$ cat src/rtl/serial_receiver.sv
// Deserialises start/data/even-parity/stop frames from the same-clock serial
// transmitter and holds each word with its error flags until acknowledged.
module serial_receiver #(
    parameter int DATA_W = 7
) (
    input  logic              clk,
    input  logic              rstn,
    input  logic              serial_in,
    input  logic              data_ack,
    output logic [DATA_W-1:0] data_out,
    output logic              data_valid,
    output logic              parity_error,
    output logic              framing_error,
    output logic              overrun
);

    localparam int CNT_W = (DATA_W > 1) ? $clog2(DATA_W) : 1;
    localparam logic [CNT_W-1:0] LAST_BIT = CNT_W'(DATA_W - 1);

    typedef enum logic [2:0] {
        ARM,
        IDLE,
        DATA,
        PARITY,
        STOP
    } state_t;

    state_t             state_q;
    state_t             state_d;
    logic [CNT_W-1:0]   cnt_q;
    logic [DATA_W-1:0]  shift_q;
    logic               par_q;
    logic               clr_cnt;
    logic               shift_en;
    logic               par_en;
    logic               commit;

    function automatic logic parity_mismatch(input logic [DATA_W-1:0] word,
                                             input logic par);
        return (^word) ^ par;
    endfunction

    always_ff @(posedge clk or negedge rstn) begin
        if (!rstn) state_q <= ARM;
        else       state_q <= state_d;
    end

    // ARM only leaves on a high line, so a frame cut by reset cannot fake a start bit
    always_comb begin
        state_d  = state_q;
        clr_cnt  = 1'b0;
        shift_en = 1'b0;
        par_en   = 1'b0;
        commit   = 1'b0;
        case (state_q)
            ARM: begin
                if (serial_in) state_d = IDLE;
            end
            IDLE: begin
                if (!serial_in) begin
                    clr_cnt = 1'b1;
                    state_d = DATA;
                end
            end
            DATA: begin
                shift_en = 1'b1;
                if (cnt_q == LAST_BIT) state_d = PARITY;
            end
            PARITY: begin
                par_en  = 1'b1;
                state_d = STOP;
            end
            STOP: begin
                commit  = 1'b1;
                state_d = IDLE;
            end
            default: state_d = ARM;
        endcase
    end

    always_ff @(posedge clk or negedge rstn) begin
        if (!rstn) begin
            cnt_q   <= '0;
            shift_q <= '0;
            par_q   <= 1'b0;
        end else begin
            if (clr_cnt) begin
                cnt_q <= '0;
            end else if (shift_en) begin
                shift_q[cnt_q] <= serial_in;
                cnt_q          <= cnt_q + CNT_W'(1);
            end
            if (par_en) par_q <= serial_in;
        end
    end

    // A commit with a simultaneous ack consumes the old word, so no overrun
    always_ff @(posedge clk or negedge rstn) begin
        if (!rstn) begin
            data_out      <= '0;
            data_valid    <= 1'b0;
            parity_error  <= 1'b0;
            framing_error <= 1'b0;
            overrun       <= 1'b0;
        end else if (commit) begin
            data_out      <= shift_q;
            parity_error  <= parity_mismatch(shift_q, par_q);
            framing_error <= ~serial_in;
            data_valid    <= 1'b1;
            overrun       <= data_valid & ~data_ack;
        end else if (data_ack && data_valid) begin
            data_valid <= 1'b0;
            overrun    <= 1'b0;
        end
    end

endmodule

$ cat config.mk
export PLATFORM = sky130hd
export DESIGN_NAME = serial_receiver
export DESIGN_NICKNAME = d
export VERILOG_FILES = /design/src/rtl/serial_receiver.sv
export SDC_FILE = /design/constraint.sdc
export NUM_CORES = 1
export LEC_CHECK = 0
export CORE_MARGIN = 3
export CORE_UTILIZATION = 45
export CTS_CLUSTER_DIAMETER = 120
export CTS_CLUSTER_SIZE = 16
export DETAILED_ROUTE_END_ITERATION = 8
export PLACE_DENSITY = 0.67
export SETUP_SLACK_MARGIN = 0.02
export SLEW_MARGIN = 10
export SYNTH_ARGS = -nofsm -noshare
export SYNTH_HDL_FRONTEND = slang
export SYNTH_SLANG_ARGS = --single-unit
$ cat constraint.sdc
create_clock -name clk -period 2.1 [get_ports clk]
set_clock_uncertainty 0.2 [all_clocks]
set_input_delay 0.63 -clock clk [delete_from_list [all_inputs] [get_ports clk]]
set_output_delay 0.63 -clock clk [all_outputs]
set_load 0.02 [all_outputs]
==> qor.txt, run 1 <==
leakage - 0.0006504 uW
die width - 56.47 um
Hold Vio Cnt, Final - 0
dpl hpwl - 1430 um
via count of the routed design - 771
Final Core Density - 0.5791
# rows - 17
Critical Path Sink Type - output port
total core area - 2318 um^2
r2r startpoint - state_q[2]
Worst-Skew Late Latency - 0.31 ns
# placed instances - 149
Critical Path Source - data_valid
CP Cell Sequence - dlygate4sd2_1
port bufs - 14
Ant. Diodes - 0
period utilization - 0.9080
H-tree depth - 1
Worst Tran Pin Value - 0.4588 ns
gr ovfl total - 0
Post-synth ARST share - 1.000
initial antenna violation count - 0
DP Area - 1329 um^2
number of remaining DRC errors - 0
fin nets - 132
flop-to-flop setup slack - 0.45 ns
CP arrival - 1.08 ns
setup slack at placement - 0.1601 ns
total setup buffers inserted after CTS - 0
CP Capture Point - data_valid
Post-synth EDFFs - 0
#FFs+latches synth - 25
R2R Path End - shift_q[6]
first-pass GRT wire length - 3401 um
Avg Synthesized Cell Area - 10.71 um^2
synth top area cells - dfrtp_1 (55%), nand2_1 (8.8%), mux2_2 (6.9%)
Antenna Nets Post-Route - 0
Crit path max-delay family - flip-flops
Num Clock Sinks - 25
CTS clk-pin slew, worst paths - 0.14 ns
Mapped Cells - 107
Fin Setup TNS - 0 ns
Ports - 15
Synth Warn # - 0
fin cells - 153
total iterations of the first detailed-routing run - 4
layout cells sized above 1 - 0.1840
Syn Nets - 113
Post-Route WL - 1963 um
Startpoint Class - flip-flop
status - finished clean
final setup vio count - 0
Die H - 56.47 um
Crit path largest cell delay - 0.43 ns
CTS tree - done
vias per inst - 5.039
Starting Density - 0.4943
RSZ-0062 raised after global routing - false
total CTS buffers - 3
ys flop type - dfrtp_1
initial DRC count - 7
GRT Total Usage - 0.1358
fin crit period - 1.907 ns
Worst Reg-to-Reg Cells - 4
largest net degree at the start of global routing - 26
Critical-path top delay cell - dfrtp_1
CP Depth - 1
Synth top area share - 0.5459
Clock Tree Root - clkbuf_4
vias in the first global route - 772
fin worst setup slack - 0.1932 ns
max-capacitance violation count - 0
CP required - 1.27 ns
# fillers - 208
CP bufs+invs - 1
Fmax achieved - 524.4 MHz
Synth Cell Area - 1146 um^2
Crit Path Class - flip-flop to output port
CTS Buffer Depth - 2
Rel. slew slack - 0.6934
post-synth top area cell - dfrtp_1
Min-Delay Path Class - flip-flop to flip-flop
Worst VDD drop - 0.7920 mV
die area - 3188 um^2
synthesis-to-layout area growth - 17.14%
post-synthesis sequential area ratio - 0.5459
Hold Crit Depth - 2
Synth cell types - 25
pwr dens - 1508 nW/um^2
fin. max-slew vios - 0
GPL Wtd Cong - 0.7772
CP max FO - 4
Final Instance Area - 1343 um^2
DR WL/cell - 12.83 um
==> sequential cells by signal, summed over array words and instances, names as in the netlist <==
register / flops
cnt_q: 3
shift_q: 7
framing_error: 1
par_q: 1
overrun: 1
data_valid: 1
data_out: 7
state_q: 3
parity_error: 1
==> cell families after synthesis <==
group / share of synthesized area
compound gates: 0.06551
xor+xnor: 0.05349
fa+ha+maj: 0.02183
buf+inv: 0.02947
flops: 0.5459
mux: 0.09061
simple gates: 0.1932
==> cell usage after synthesis, types with 2 or more instances <==
library cell   n
dfrtp_1       25
nand3_1        3
o21ai_0        4
xnor2_1        7
clkbuf_1       3
nor2_1         6
o22a_2         2
nand2_1       27
ha_1           2
a21oi_1        4
nor3b_1        2
inv_1          3
mux2_2         7
==> cells in the final DEF, fill, tap and decap left out, types with 2 or more instances in the layout <==
master and count:
nand3_1 3, o21ai_0 4, nand2_1 27, a21oi_1 4, buf_4 4, nor3b_1 2
o22a_2 2, clkbuf_4 3, nor2_1 6, ha_1 2, clkdlybuf4s50_1 3, dlygate4sd2_1 11
xnor2_1 7, mux2_2 7, inv_1 3, dfrtp_1 25
==> routing by layer <==
layer | wire length [um] | track usage | vias up
met5 | 0 | 0 | -
met4 | 20 | 0.06102 | 0
met3 | 80 | 0.02299 | 2
met2 | 972 | 0.2310 | 11
met1 | 890 | 0.1664 | 367
li1 | - | - | 391
==> worst min-delay path by stage <==
| stage | to | start | slack, ns |
|---|---|---|---|
| after floorplan | cnt_q[0] | rstn | 0.13 |
| after global placement | data_out[4] | data_out[4] | 0.26 |
| after detailed placement | data_out[1] | data_out[1] | 0.26 |
| after CTS | data_out[3] | data_out[3] | 0.29 |
| after global routing | data_out[6] | data_out[6] | 0.32 |
| final | data_out[2] | data_out[2] | 0.28 |
==> timing repair <==
action | 4_1_cts | 5_1_grt
setup endpoints to repair | 11 | 0
hold buffers | 0 | 0
gates resized for setup | 11 | 0
==> report_power, final <==
group          internal, uW  switching (uW)  leakage (uW)
clock                  71.1             140     0.0000177
sequential              697             200      0.000311
combinational           477             440      0.000321
==> metrics by stage <==
stage	power [uW]	hold slack [ns]
finish	2025	0.2840
global route	2182	0.3176
CTS	2057	0.2890
detailed placement	1917	0.2612
global placement	1880	0.2590
floorplan	1579	0.1344
==> final cells by class <==
cell class | instances | area, um^2 | share of cell area
Timing Repair Buffer | 18 | 156.4 | 0.1165
Tap cell | 28 | 35.03 | 0.02610
Clock inverter | 1 | 5.005 | 0.003728
Multi-Input combinational cell | 75 | 486.7 | 0.3625
Inverter | 3 | 11.26 | 0.008388
Sequential cell | 25 | 625.6 | 0.4660
Clock buffer | 3 | 22.52 | 0.01678
Note: power is estimated with default switching activity, not from simulation.
==> run 2: changes to the inputs <==
Clock period 2.1 ns to 2.08 ns, I/O delays scaled along.
==> results of run 2 <==
Same layout as run 1 (identical final DEF). Status: finished clean.
Main changes from that run: setup slack after placement 0.1601 ns -> 0.1461 ns; setup slack after layout 0.1932 ns -> 0.1792 ns; register-to-register setup slack 0.45 ns -> 0.43 ns; total power 2025 uW -> 2044 uW; worst IR drop on VDD 0.7920 mV -> 0.7996 mV
==> run 3: changes to the inputs <==
Settings changed: TNS_END_PERCENT set to 30.
==> results of run 3 <==
Same layout as run 1 (identical final DEF). Status: finished clean.
Main changes from that run: setup slack after placement 0.1601 ns -> 0.1461 ns; setup slack after layout 0.1932 ns -> 0.1792 ns; register-to-register setup slack 0.45 ns -> 0.43 ns; total power 2025 uW -> 2044 uW; worst IR drop on VDD 0.7920 mV -> 0.7996 mV
